===== config.mk =====
export PLATFORM = sky130hd
export DESIGN_NAME = ibex_rvfi_trace_streamer
export DESIGN_NICKNAME = d
export VERILOG_FILES = /design/src/rtl/ibex_trace_pkg.sv /design/src/rtl/prim_fifo_sync.sv /design/src/rtl/ibex_rvfi_trace_streamer.sv
export SDC_FILE = /design/constraint.sdc
export NUM_CORES = 1
export LEC_CHECK = 0
export BUFFER_PORTS_ARGS = -buffer_cell sky130_fd_sc_hd__buf_2
export CAP_MARGIN = 15
export CORE_ASPECT_RATIO = 0.5
export CORE_MARGIN = 8
export CORE_UTILIZATION = 25
export CTS_BUF_LIST = sky130_fd_sc_hd__clkbuf_4 sky130_fd_sc_hd__clkbuf_8
export DETAILED_ROUTE_END_ITERATION = 12
export GPL_ROUTABILITY_DRIVEN = 0
export SLEW_MARGIN = 15
export SYNTH_ARGS = -nofsm -noshare
export SYNTH_HDL_FRONTEND = slang
export SYNTH_SLANG_ARGS = --single-unit

===== constraint.sdc =====
create_clock -name clk_i -period 42.5 [get_ports clk_i]
set_clock_uncertainty 0.2 [all_clocks]
set_input_delay 2.125 -clock clk_i [delete_from_list [all_inputs] [get_ports clk_i]]
set_output_delay 2.125 -clock clk_i [all_outputs]
set_load 0.02 [all_outputs]

===== src/rtl/ibex_trace_pkg.sv =====
// Shared types for the RVFI trace streamer: the captured record, header bit
// positions and the serialiser word sequence.
package ibex_trace_pkg;

    typedef struct packed {
        logic [15:0] order;
        logic        trap;
        logic        intr;
        logic        halt;
        logic [1:0]  mode;
        logic [4:0]  rd_addr;
        logic        mem;
        logic        ovf;
        logic [31:0] pc;
        logic [31:0] insn;
        logic [31:0] rd_wdata;
        logic [31:0] mem_addr;
    } trace_rec_t;

    localparam int unsigned HdrOrderLsb = 16;
    localparam int unsigned HdrTrapBit  = 15;
    localparam int unsigned HdrIntrBit  = 14;
    localparam int unsigned HdrHaltBit  = 13;
    localparam int unsigned HdrModeLsb  = 11;
    localparam int unsigned HdrRdLsb    = 6;
    localparam int unsigned HdrMemBit   = 5;
    localparam int unsigned HdrOvfBit   = 4;

    typedef enum logic [2:0] {
        WordHdr,
        WordPc,
        WordInsn,
        WordWdata,
        WordMem
    } trace_word_e;

    // Bits [3:0] of the header are reserved and always zero.
    function automatic logic [31:0] pack_header(input trace_rec_t rec);
        logic [31:0] hdr;
        hdr                      = '0;
        hdr[HdrOrderLsb +: 16]   = rec.order;
        hdr[HdrTrapBit]          = rec.trap;
        hdr[HdrIntrBit]          = rec.intr;
        hdr[HdrHaltBit]          = rec.halt;
        hdr[HdrModeLsb +: 2]     = rec.mode;
        hdr[HdrRdLsb +: 5]       = rec.rd_addr;
        hdr[HdrMemBit]           = rec.mem;
        hdr[HdrOvfBit]           = rec.ovf;
        return hdr;
    endfunction

endpackage


===== src/rtl/prim_fifo_sync.sv =====
// Synchronous FIFO with registered occupancy. Pass=1 lets a write bypass an
// empty FIFO straight to the read side.
module prim_fifo_sync #(
    parameter int unsigned Width = 32,
    parameter int unsigned Depth = 8,
    parameter bit          Pass  = 1'b0
) (
    input  logic                     clk_i,
    input  logic                     rst_ni,
    input  logic                     wvalid_i,
    output logic                     wready_o,
    input  logic [Width-1:0]         wdata_i,
    output logic                     rvalid_o,
    input  logic                     rready_i,
    output logic [Width-1:0]         rdata_o,
    output logic [$clog2(Depth):0]   depth_o
);

    localparam int unsigned PtrW = $clog2(Depth);
    localparam logic [PtrW:0] FullLevel = (PtrW + 1)'(Depth);

    logic [Width-1:0] storage_q [Depth];
    logic [PtrW-1:0]  wptr_q, rptr_q;
    logic [PtrW:0]    depth_q, depth_d;
    logic             empty, push, pop;

    assign empty    = (depth_q == '0);
    assign wready_o = (depth_q != FullLevel);
    assign rvalid_o = !empty || (Pass && wvalid_i);
    assign rdata_o  = (Pass && empty) ? wdata_i : storage_q[rptr_q];
    assign push     = wvalid_i && wready_o && !(Pass && empty && rready_i);
    assign pop      = rvalid_o && rready_i && !empty;
    assign depth_o  = depth_q;
    assign depth_d  = depth_q + {{PtrW{1'b0}}, push} - {{PtrW{1'b0}}, pop};

    // NOTE: sequential state uses non-blocking assignments so every register
    // samples the pre-edge values regardless of statement order.
    always_ff @(posedge clk_i or negedge rst_ni) begin
        if (!rst_ni) begin
            wptr_q  <= '0;
            rptr_q  <= '0;
            depth_q <= '0;
        end else begin
            if (push) wptr_q <= wptr_q + PtrW'(1);
            if (pop)  rptr_q <= rptr_q + PtrW'(1);
            depth_q <= depth_d;
        end
    end

    // NOTE: storage is deliberately not reset; the occupancy count guarantees
    // stale entries are never read, and unreset arrays map to plain RAM.
    always_ff @(posedge clk_i) begin
        if (push) storage_q[wptr_q] <= wdata_i;
    end

endmodule


===== src/rtl/ibex_rvfi_trace_streamer.sv =====
// Captures RVFI retirements into a record FIFO and serialises each record as
// 4 or 5 32-bit words on a valid/ready stream, counting dropped records.
module ibex_rvfi_trace_streamer
    import ibex_trace_pkg::*;
#(
    parameter int unsigned Depth        = 8,
    parameter int unsigned DropCntWidth = 16
) (
    input  logic                      clk_i,
    input  logic                      rst_ni,
    input  logic                      trace_en_i,
    input  logic                      rvfi_valid,
    input  logic [63:0]               rvfi_order,
    input  logic [31:0]               rvfi_insn,
    input  logic                      rvfi_trap,
    input  logic                      rvfi_halt,
    input  logic                      rvfi_intr,
    input  logic [1:0]                rvfi_mode,
    input  logic [4:0]                rvfi_rd_addr,
    input  logic [31:0]               rvfi_rd_wdata,
    input  logic [31:0]               rvfi_pc_rdata,
    input  logic [31:0]               rvfi_mem_addr,
    input  logic [3:0]                rvfi_mem_rmask,
    input  logic [3:0]                rvfi_mem_wmask,
    output logic                      trace_valid_o,
    input  logic                      trace_ready_i,
    output logic [31:0]               trace_data_o,
    output logic                      trace_last_o,
    output logic [DropCntWidth-1:0]   drop_cnt_o,
    output logic [$clog2(Depth):0]    fifo_level_o
);

    trace_rec_t              wr_rec, head;
    trace_word_e             state_q, state_d;
    logic [DropCntWidth-1:0] drop_cnt_q;
    logic                    ovf_q;
    logic                    capture, fifo_ready, push, drop, hs, pop, last;
    logic [31:0]             word;
    logic                    unused_order;

    assign unused_order = ^rvfi_order[63:16];

    assign capture = rvfi_valid && trace_en_i;
    assign push    = capture && fifo_ready;
    assign drop    = capture && !fifo_ready;

    always_comb begin
        wr_rec          = '0;
        wr_rec.order    = rvfi_order[15:0];
        wr_rec.trap     = rvfi_trap;
        wr_rec.intr     = rvfi_intr;
        wr_rec.halt     = rvfi_halt;
        wr_rec.mode     = rvfi_mode;
        wr_rec.rd_addr  = rvfi_rd_addr;
        wr_rec.mem      = |(rvfi_mem_rmask | rvfi_mem_wmask);
        wr_rec.ovf      = ovf_q;
        wr_rec.pc       = rvfi_pc_rdata;
        wr_rec.insn     = rvfi_insn;
        wr_rec.rd_wdata = rvfi_rd_wdata;
        wr_rec.mem_addr = rvfi_mem_addr;
    end

    prim_fifo_sync #(
        .Width ($bits(trace_rec_t)),
        .Depth (Depth),
        .Pass  (1'b0)
    ) u_fifo (
        .clk_i    (clk_i),
        .rst_ni   (rst_ni),
        .wvalid_i (push),
        .wready_o (fifo_ready),
        .wdata_i  (wr_rec),
        .rvalid_o (trace_valid_o),
        .rready_i (pop),
        .rdata_o  (head),
        .depth_o  (fifo_level_o)
    );

    assign hs  = trace_valid_o && trace_ready_i;
    assign pop = hs && last;

    // NOTE: every output of this block gets a default first, so no path can
    // leave a signal unassigned and infer a latch.
    always_comb begin
        state_d = state_q;
        word    = '0;
        last    = 1'b0;
        unique case (state_q)
            WordHdr: begin
                word = pack_header(head);
                if (hs) state_d = WordPc;
            end
            WordPc: begin
                word = head.pc;
                if (hs) state_d = WordInsn;
            end
            WordInsn: begin
                word = head.insn;
                if (hs) state_d = WordWdata;
            end
            WordWdata: begin
                word = head.rd_wdata;
                last = !head.mem;
                if (hs) state_d = head.mem ? WordMem : WordHdr;
            end
            WordMem: begin
                word = head.mem_addr;
                last = 1'b1;
                if (hs) state_d = WordHdr;
            end
            default: state_d = WordHdr;
        endcase
    end

    assign trace_data_o = trace_valid_o ? word : '0;
    assign trace_last_o = trace_valid_o && last;
    assign drop_cnt_o   = drop_cnt_q;

    // The overflow flag marks the first record accepted after any loss.
    always_ff @(posedge clk_i or negedge rst_ni) begin
        if (!rst_ni) begin
            state_q    <= WordHdr;
            drop_cnt_q <= '0;
            ovf_q      <= 1'b0;
        end else begin
            state_q <= state_d;
            if (drop && (drop_cnt_q != '1)) drop_cnt_q <= drop_cnt_q + DropCntWidth'(1);
            if (drop)      ovf_q <= 1'b1;
            else if (push) ovf_q <= 1'b0;
        end
    end

endmodule


==> results of run 1 <==
==> power breakdown <==
part	internal (mW)	switching (mW)	leakage [nW]	total [mW]
Clock	0.533	0.453	2.04	0.986
Combinational	0.415	0.568	4.25	0.983
Sequential	1.49	0.0535	11.6	1.54
==> critical path: stages, from the launching register on <==
cell and delay [ps]:
dfrtp_4 890, buf_12 660, buf_4 820, mux4_2 590
mux2i_1 170, nor2_1 90, a2111oi_0 700, buf_4 260
a21oi_1 110, buf_2 240
==> cell usage after synthesis, types with 2 or more instances <==
master and n:
nor3_1 8, edfxtp_1 1248, mux4_2 312, or3b_2 2
clkbuf_1 26, o21ai_0 8, nand2b_1 3, a21oi_1 14
or3b_1 2, nor2_1 76, mux2_2 2, a2111oi_0 6
nand2_1 26, inv_1 31, nor4_1 23, a221oi_1 3
buf_1 14, nor2b_1 7, xnor2_1 11, a22o_1 18
nand3_1 7, buf_4 12, dfrtp_1 30, mux2i_1 100
or3_1 2, o22ai_1 35, nor3b_1 2, a21o_1 2
a22oi_1 3, o22a_1 7, a32o_1 13, and4_1 2
xor2_1 12, buf_6 8, ha_1 9, nor4b_1 2
buf_2 49
==> registers in the layout (all words and copies together) (netlist names) <==
register and flops:
drop_cnt_o 16, ovf_q 1, state_q 3, u_fifo.depth_o 4, u_fifo.rptr_q 3, u_fifo.storage_q 1248, u_fifo.wptr_q 3
==> worst paths after layout <==
kind | startpoint | end | slack (ps) | cells past startpoint
worst max-delay path | u_fifo.rptr_q[0]$_DFFE_PN0P_ | trace_data_o[11] | 34670 | 9
worst min-delay path | drop_cnt_o[10]$_DFFE_PN0P_ | drop_cnt_o[10]$_DFFE_PN0P_ | 300 | 1
worst max register to register | u_fifo.rptr_q[1]$_DFFE_PN0P_ | u_fifo.depth_o[2]$_DFF_PN0_ | 37110 | 12
worst min register to register | drop_cnt_o[10]$_DFFE_PN0P_ | drop_cnt_o[10]$_DFFE_PN0P_ | 300 | 1
max in group asynchronous | rst_ni | u_fifo.rptr_q[0]$_DFFE_PN0P_ | 40320 | 1
min in group asynchronous | rst_ni | u_fifo.rptr_q[1]$_DFFE_PN0P_ | 1170 | 1
==> cells by family (layout without fill, tap and decap cells) <==
kind of cell	Yosys count	in the layout	share of synthesized area
fa+ha+maj	10	10	0.00271
xor+xnor	23	23	0.00411
flops	1278	1278	0.781
other cells	0	18	0
compound gates	113	113	0.0170
simple gates	169	169	0.0168
buf+inv	140	643	0.0141
mux	414	414	0.164
==> metal layers <==
| layer | up-vias | routed length (microns) |
|---|---|---|
| met2 | 716 | 62500 |
| met1 | 12400 | 45400 |
| met3 | 268 | 5480 |
| li1 | 9843 | - |
| met5 | - | 0 |
| met4 | 0 | 3760 |
==> cell type report <==
cell class	count	area, sq um
Antenna cell	18	45.0
Clock buffer	290	3520
Timing Repair Buffer	260	1530
Sequential cell	1278	38200
Fill cell	18800	137000
Tap cell	2610	3270
Multi-Input combinational cell	729	10100
Inverter	31	116
Clock inverter	62	285
==> stage by stage <==
stage | hold WS (ps) | cells | power [mW] | setup slack [ps]
finish | 297 | 5278 | 3.51 | 34670
global route | 310 | 5268 | 3.66 | 34150
CTS | 301 | 5260 | 3.56 | 34330
detailed placement | 289 | 4908 | 2.58 | 35280
global placement | 268 | 4908 | 2.57 | 35360
floorplan | 317 | 2147 | 2.26 | 24190
==> flow_metrics.env, run 1 <==
export IMPL_critical_path_class="reg2out"
export IMPL_dpl_cell_area_sq_um=53300
export IMPL_global_route_usage_met3=0.0181
export IMPL_finalSetupViolCount=0
export IMPL_met2_usage=0.198
export IMPL_holdCritPathClass="reg2reg"
export IMPL_synth_cell_types=49
export IMPL_clock_path_buffers=3
export IMPL_syn_nets=2372
export IMPL_synth_top_cells_by_area="edfxtp_1, mux4_2, mux2i_1"
export IMPL_cts_root_buf="clkbuf_8"
export IMPL_cap_violations=0
export IMPL_gr_max_usage_layer="met2"
export IMPL_clk_latency_ps=820
export IMPL_fp_dieArea_sq_um=211000
export IMPL_ys_seq_area_frac=0.781
export IMPL_clock_sinks=1278
export IMPL_num_rows=114
export IMPL_ctsResizeCount=0
export IMPL_io_buffer_count=220
export IMPL_post_cts_buffers=0
export IMPL_grt_pass1_vias=24200
export IMPL_ir_drop_mv=0.0278
export IMPL_synth_edf_count=1248
export IMPL_grt_pass1_wl_microns=169000
export IMPL_slew_headroom=0.176
export IMPL_end_kind="output pin"
export IMPL_firstDrtPassIters=5
export IMPL_maxClockFrequency_mhz=128
export IMPL_timing_final_crit_period_ps=7830
export IMPL_syn_avg_cell_area_sq_um=22.8
export IMPL_cp_arrival_ps=5510
export IMPL_layout_common_cells="edfxtp_1, mux4_2, buf_2"
export IMPL_p_leak_nw=17.9
export IMPL_yosys_register_bits=1278
export IMPL_grt_use_total=0.107
export IMPL_hold_violations=0
export IMPL_slew_viol_final=0
export IMPL_outcome="finished, final reports clean"
export IMPL_antenna_found_initial=64
export IMPL_dp_hpwl_microns=65100
export IMPL_drt_iter0_drc=1989
export IMPL_cts_max_level=4
export IMPL_clk_pin_slew_ps=60
export IMPL_cts_made_buffers=201
export IMPL_crit_fanout=103
export IMPL_start_kind="flop"
export IMPL_grt_setup_unrepaired="no"
export IMPL_finalCritPeriodShare=0.184
export IMPL_synth_top_cell_by_area="edfxtp_1"
export IMPL_cts_tree="done"
export IMPL_worst_pin_slew_ps=1240
export IMPL_final_util=0.295
export IMPL_async_flop_share=0.0235
export IMPL_ys_flop_type="edfxtp_1"
export IMPL_critPathRequiredTime_ps=40170
export IMPL_final_common_cell="edfxtp_1"
export IMPL_grt_max_degree=121
export IMPL_synth_top_area_share=0.766
export IMPL_routed_wl_microns=117000
export IMPL_core_sq_um=194000
export IMPL_fin_nets=2726
export IMPL_die_w_microns=642
export IMPL_synthToLayoutAreaGrowth_pct=16.7
export IMPL_start_util=0.253
export IMPL_fin_tns_setup_ps=0
export IMPL_stdcell_area_sq_um=57100
export IMPL_io_pins=269
export IMPL_die_h_microns=329
export IMPL_synth_area_sq_um=49000
export IMPL_wire_per_inst_microns=22.2
export IMPL_grt_overflow_total=0
export IMPL_synthCells=2147
export IMPL_power_density_nw_per_um2=61.5
export IMPL_use_met1=0.125
export IMPL_vias_per_cell=4.40
export IMPL_cts_hold_buf=0
export IMPL_ant_nets=0
export IMPL_drc=0
export IMPL_yosys_warnings=0
export IMPL_drive_gt1_frac=0.342
export IMPL_vias=23200
(Power assumes the default switching activity.)
==> run 2: changes to the inputs <==
==> constraint.sdc (replaced) <==
create_clock -name clk_i -period 7.2 [get_ports clk_i]
set_clock_uncertainty 0.2 [all_clocks]
set_input_delay 0.36 -clock clk_i [delete_from_list [all_inputs] [get_ports clk_i]]
set_output_delay 0.36 -clock clk_i [all_outputs]
set_load 0.02 [all_outputs]
==> run 2 against run 1 <==
Routed wire length is 0.10% lower. Critical path depth down 2. Total power increased to 6.0 times the previous value. Final area grew 3.3%. Clock power grew to 6.0 times the previous value. Register-to-register slack got worse by 34000 ps. Count of clock-buffer cells in the layout shrank 1. Sequential power grew to 5.9 times the previous value. Flip-flop and latch count stayed put. Combinational power rose to 6.0 times the previous value. Critical endpoint is now trace_data_o[23].
==> flow_metrics.env, run 2 (same netlist as run 1, synthesis figures left out) <==
export IMPL_core_sq_um=194000
export IMPL_die_h_microns=329
export IMPL_fin_tns_setup_ps=0
export IMPL_io_pins=269
export IMPL_vias_per_cell=4.35
export IMPL_power_density_nw_per_um2=355
export IMPL_firstDrtPassIters=5
export IMPL_fin_ws_ps=2000
export IMPL_clk_pin_slew_ps=70
export IMPL_cts_made_buffers=202
export IMPL_r2r_slack_ps=3430
export IMPL_wire_per_inst_microns=21.4
export IMPL_wl_met1_microns=45800
export IMPL_grt_setup_unrepaired="no"
export IMPL_dpl_cell_area_sq_um=53400
export IMPL_fin_nets=2898
export IMPL_ant_nets=0
export IMPL_layout_common_cells="edfxtp_1, mux4_2, buf_2"
export IMPL_die_w_microns=642
export IMPL_dp_hpwl_microns=65800
export IMPL_drc=0
export IMPL_preCtsSetupSlack_ps=2870
export IMPL_grt_max_degree=137
export IMPL_seqCellArea_sq_um=38200
export IMPL_p_leak_nw=18.7
export IMPL_clock_path_buffers=3
export IMPL_cap_violations=0
export IMPL_regMostFlops="u_fifo.storage_q"
export IMPL_hold_violations=0
export IMPL_crit_fanout=136
export IMPL_ctsResizeCount=0
export IMPL_clock_sinks=1278
export IMPL_start_util=0.253
export IMPL_synthToLayoutAreaGrowth_pct=20.5
export IMPL_slew_viol_final=0
export IMPL_wl_met3_microns=5530
export IMPL_start_kind="flop"
export IMPL_wl_met2_microns=63300
export IMPL_drt_iter0_drc=2021
export IMPL_worst_pin_slew_ps=1040
export IMPL_routed_wl_microns=117000
export IMPL_holdCritPathClass="in2reg"
export IMPL_end_kind="output pin"
export IMPL_largest_reg_flops=1248
export IMPL_antenna_found_initial=23
export IMPL_ir_drop_mv=0.316
export IMPL_grt_use_total=0.107
export IMPL_grt_overflow_total=0
export IMPL_grt_pass1_vias=24800
export IMPL_stdcell_area_sq_um=59000
export IMPL_slew_headroom=0.304
export IMPL_finalCritPeriodShare=0.723
export IMPL_cts_max_level=4
export IMPL_num_rows=114
export IMPL_cts_root_buf="clkbuf_8"
export IMPL_critPathRequiredTime_ps=6640
export IMPL_maxClockFrequency_mhz=192
export IMPL_highest_layer="met4"
export IMPL_cts_tree="done"
export IMPL_fp_dieArea_sq_um=211000
export IMPL_drive_gt1_frac=0.325
export IMPL_clk_latency_ps=850
export IMPL_timing_final_crit_period_ps=5200
export IMPL_vias=23800
export IMPL_cp_arrival_ps=4640
export IMPL_final_common_cell="edfxtp_1"
export IMPL_io_buffer_count=220
export IMPL_finalSetupViolCount=0
export IMPL_outcome="finished, final reports clean"
export IMPL_multi_input_area_sq_um=10200
export IMPL_fillers=18600
export IMPL_critical_path_class="reg2out"
export IMPL_grt_pass1_wl_microns=169000
export IMPL_p_total_mw=21.0
-- run 2: cell types whose count changed in the layout (fill, tap and decap cells not counted), moves of 4 or more --
cell / delta
clkinvlp_4: +4
dlygate4sd3_1: +163
diode_2: -9
nor3_4: +4
clkinv_1: +9
clkinv_2: +4
nor3_2: -4
buf_4: +6
-- run 2: worst paths after layout --
| path | startpoint | to | depth (start not counted) |
|---|---|---|---|
| worst max register to register | u_fifo.depth_o[2]$_DFF_PN0_ | u_fifo.storage_q[0][7]$_DFFE_PP_ | 7 |
| min in group asynchronous | rst_ni | u_fifo.wptr_q[1]$_DFFE_PN0P_ | 4 |
| max in group asynchronous | rst_ni | u_fifo.rptr_q[2]$_DFFE_PN0P_ | 4 |
| worst min-delay path | rvfi_pc_rdata[0] | u_fifo.storage_q[4][96]$_DFFE_PP_ | 2 |
| worst min register to register | drop_cnt_o[10]$_DFFE_PN0P_ | drop_cnt_o[10]$_DFFE_PN0P_ | 1 |
| worst max-delay path | u_fifo.rptr_q[1]$_DFFE_PN0P_ | trace_data_o[23] | 7 |
-- run 2: power by group --
part	switching, mW	leakage, nW	internal, mW
Combinational	3.42	5.00	2.52
Clock	2.72	2.09	3.20
Sequential	0.303	11.6	8.79
-- run 2: per-layer routing --
metal,vias up,track usage
met1,12700,0.127
met3,158,0.0190
met2,694,0.197
met4,0,0.0301
met5,-,0
li1,10200,-
-- run 2: what timing repair did --
item | 4_1_cts | 5_1_grt
setup buffers | 0 | 0
endpoints found under the hold margin | 1288 | 0
endpoints found under the setup margin | 0 | 0
hold buffers | 164 | 0
-- run 2: cell type report --
type                            instances  area share
Tap cell                             2610      0.0554
Timing Repair Buffer                  431      0.0550
Sequential cell                      1278       0.648
Clock inverter                         82     0.00706
Antenna cell                            9    0.000382
Inverter                               31     0.00197
Multi-Input combinational cell        729       0.172
Clock buffer                          289      0.0597
-- run 2: worst max-delay path, stage by stage (launching register included) --
cell and delay [ps]:
dfrtp_4 690, buf_12 720, buf_4 870, mux4_2 420
a22o_1 250, nor4_1 280, nor2_1 170, buf_2 220
-- run 2: stage by stage --
stage	hold slack, ps	instances	util
5_1_grt	71.7	5456	0.304
6_report	122	5459	0.304
3_3_place_gp	275	4915	0.275
4_1_cts	25.9	5450	0.304
2_1_floorplan	-136	2147	-
3_5_place_dp	288	4915	0.275
==> run 3: changes to the inputs <==
==> constraint.sdc (replaced) <==
create_clock -name clk_i -period 5.3 [get_ports clk_i]
set_clock_uncertainty 0.2 [all_clocks]
set_input_delay 0.265 -clock clk_i [delete_from_list [all_inputs] [get_ports clk_i]]
set_output_delay 0.265 -clock clk_i [all_outputs]
set_load 0.02 [all_outputs]
==> run 3 against run 2 <==
Critical path depth up 1. Largest cell class unchanged. Worst hold slack got worse by 71 ps. Sequential share of layout area shrank 0.78 points. Utilization up 0.37 points. Die area did not move. Global-route usage rose by 0.22 points. Largest power group unchanged.
==> flow_metrics.env, run 3 (same netlist as run 1, synthesis figures left out) <==
export IMPL_outcome="finished, final reports clean"
export IMPL_ant_nets=0
export IMPL_timing_final_crit_period_ps=4840
export IMPL_die_w_microns=642
export IMPL_drive_gt1_frac=0.324
export IMPL_grt_setup_unrepaired="no"
export IMPL_worstReg2RegStart="u_fifo.rptr_q[1]$_DFFE_PN0P_"
export IMPL_cap_violations=0
export IMPL_drc=0
export IMPL_io_pins=269
export IMPL_worst_pin_slew_ps=1140
export IMPL_post_cts_buffers=0
export IMPL_fin_nets=2956
export IMPL_cts_tree="done"
export IMPL_clk_pin_slew_ps=60
export IMPL_power_density_nw_per_um2=480
export IMPL_maxClockFrequency_mhz=207
export IMPL_vias_per_cell=4.36
export IMPL_reg2reg_depth=10
export IMPL_largest_reg_flops=1248
export IMPL_synthToLayoutAreaGrowth_pct=22.0
export IMPL_final_util=0.308
export IMPL_fp_dieArea_sq_um=211000
export IMPL_cts_root_buf="clkbuf_8"
export IMPL_cp_arrival_ps=4370
export IMPL_crit_fanout=41
export IMPL_fin_tns_setup_ps=0
export IMPL_wire_per_inst_microns=21.6
export IMPL_vias=24000
export IMPL_critPathSlowestCell="dfrtp_4"
export IMPL_core_sq_um=194000
export IMPL_clock_sinks=1278
export IMPL_finalCritPeriodShare=0.913
export IMPL_crit_top_cell="buf_4"
export IMPL_grt_overflow_total=0
export IMPL_end_kind="output pin"
export IMPL_num_rows=114
export IMPL_cts_made_buffers=200
export IMPL_clock_path_buffers=3
export IMPL_slew_viol_final=0
export IMPL_r2r_end="u_fifo.depth_o[1]$_DFF_PN0_"
export IMPL_grt_pass1_vias=25600
export IMPL_grt_pass1_wl_microns=173000
export IMPL_p_total_mw=28.7
export IMPL_r2r_slack_ps=1570
export IMPL_critical_path_class="reg2out"
export IMPL_clk_latency_ps=840
export IMPL_p_leak_nw=19.0
export IMPL_firstDrtPassIters=5
export IMPL_critPathLaunch="u_fifo.rptr_q[1]$_DFFE_PN0P_"
export IMPL_critPathRequiredTime_ps=4840
export IMPL_dpl_cell_area_sq_um=53700
export IMPL_io_buffer_count=220
export IMPL_ir_drop_mv=0.275
export IMPL_antenna_found_initial=19
export IMPL_crit_path_cell_trace="buf_4 -> mux4_2 -> mux2i_1 -> nor2_1 -> a2111oi_0 -> buf_4 -> a21oi_1 -> buf_2"
export IMPL_start_util=0.253
export IMPL_routed_wl_microns=119000
export IMPL_drt_iter0_drc=2028
export IMPL_layout_common_cells="edfxtp_1, mux4_2, buf_2"
export IMPL_slew_headroom=0.238
export IMPL_start_kind="flop"
export IMPL_final_common_cell="edfxtp_1"
export IMPL_holdCritPathClass="in2reg"
export IMPL_grt_max_degree=104
export IMPL_regMostFlops="u_fifo.storage_q"
export IMPL_cts_max_level=4
export IMPL_max_stage_delay_ps=860
export IMPL_grt_use_total=0.109
export IMPL_stdcell_area_sq_um=59700
export IMPL_cp_endpoint="trace_data_o[11]"
export IMPL_dp_hpwl_microns=68200
export IMPL_die_h_microns=329
export IMPL_hold_violations=0
export IMPL_finalSetupViolCount=0
## run 3: changes by cell type in the layout (fill, tap and decap cells not counted), sizes merged
cell / previous run / this run
dlygate4sd3: 163 / 208
buf: 268 / 283
clkinv: 73 / 61
diode: 9 / 11
inv: 33 / 34
## run 3: power breakdown
part	switching, mW	internal [mW]
clock	3.68	4.33
sequential	0.434	11.9
combinational	4.74	3.57
total	8.85	19.8
## run 3: stage by stage
step	cells	hold slack, ps	setup slack (ps)
after global routing	5506	32.0	157
after detailed placement	4930	182	1300
after CTS	5499	0.493	338
final	5510	51.8	463
after global placement	4930	163	1270
after floorplan	2147	-231	-1360
## run 3: final cells by class
type	count	area, sq um
Sequential cell	1278	38200
Clock buffer	289	3510
Fill cell	18600	134000
Clock inverter	71	368
Tap cell	2610	3270
Multi-Input combinational cell	729	10200
Timing Repair Buffer	491	3980
Antenna cell	11	27.5
Inverter	31	116
## run 3: worst min-delay path by stage
stage	to	start	slack (ps)	depth (start not counted)
3_3_place_gp	u_fifo.rptr_q[2]$_DFFE_PN0P_	rst_ni	160	1
6_report	u_fifo.storage_q[2][16]$_DFFE_PP_	rvfi_mem_addr[16]	50	2
4_1_cts	u_fifo.storage_q[4][143]$_DFFE_PP_	rvfi_order[3]	0.5	2
5_1_grt	u_fifo.storage_q[1][11]$_DFFE_PP_	rvfi_mem_addr[11]	30	2
3_5_place_dp	u_fifo.rptr_q[2]$_DFFE_PN0P_	rst_ni	180	1
2_1_floorplan	drop_cnt_o[0]$_DFFE_PN0P_	rst_ni	-230	0
## run 3: layer usage
| layer | share of wire | global-route usage |
|---|---|---|
| met4 | 0.023 | 0.0348 |
| met3 | 0.044 | 0.0185 |
| met5 | 0 | 0 |
| met1 | 0.40 | 0.130 |
| met2 | 0.54 | 0.200 |
## run 3: timing repair
item	in CTS	in global routing
gates resized for setup	0	0
hold endpoints to repair	1308	0
hold buffers	209	0
## run 3: worst max-delay path: cells and delay by family, from the launching register on
kind                   cells  cell delay, ps
muxes                      2             670
buffers and inverters      3            1070
DFF                        1             860
and+or+nand+nor            1              80
AOI/OAI and AO/OA          2             740
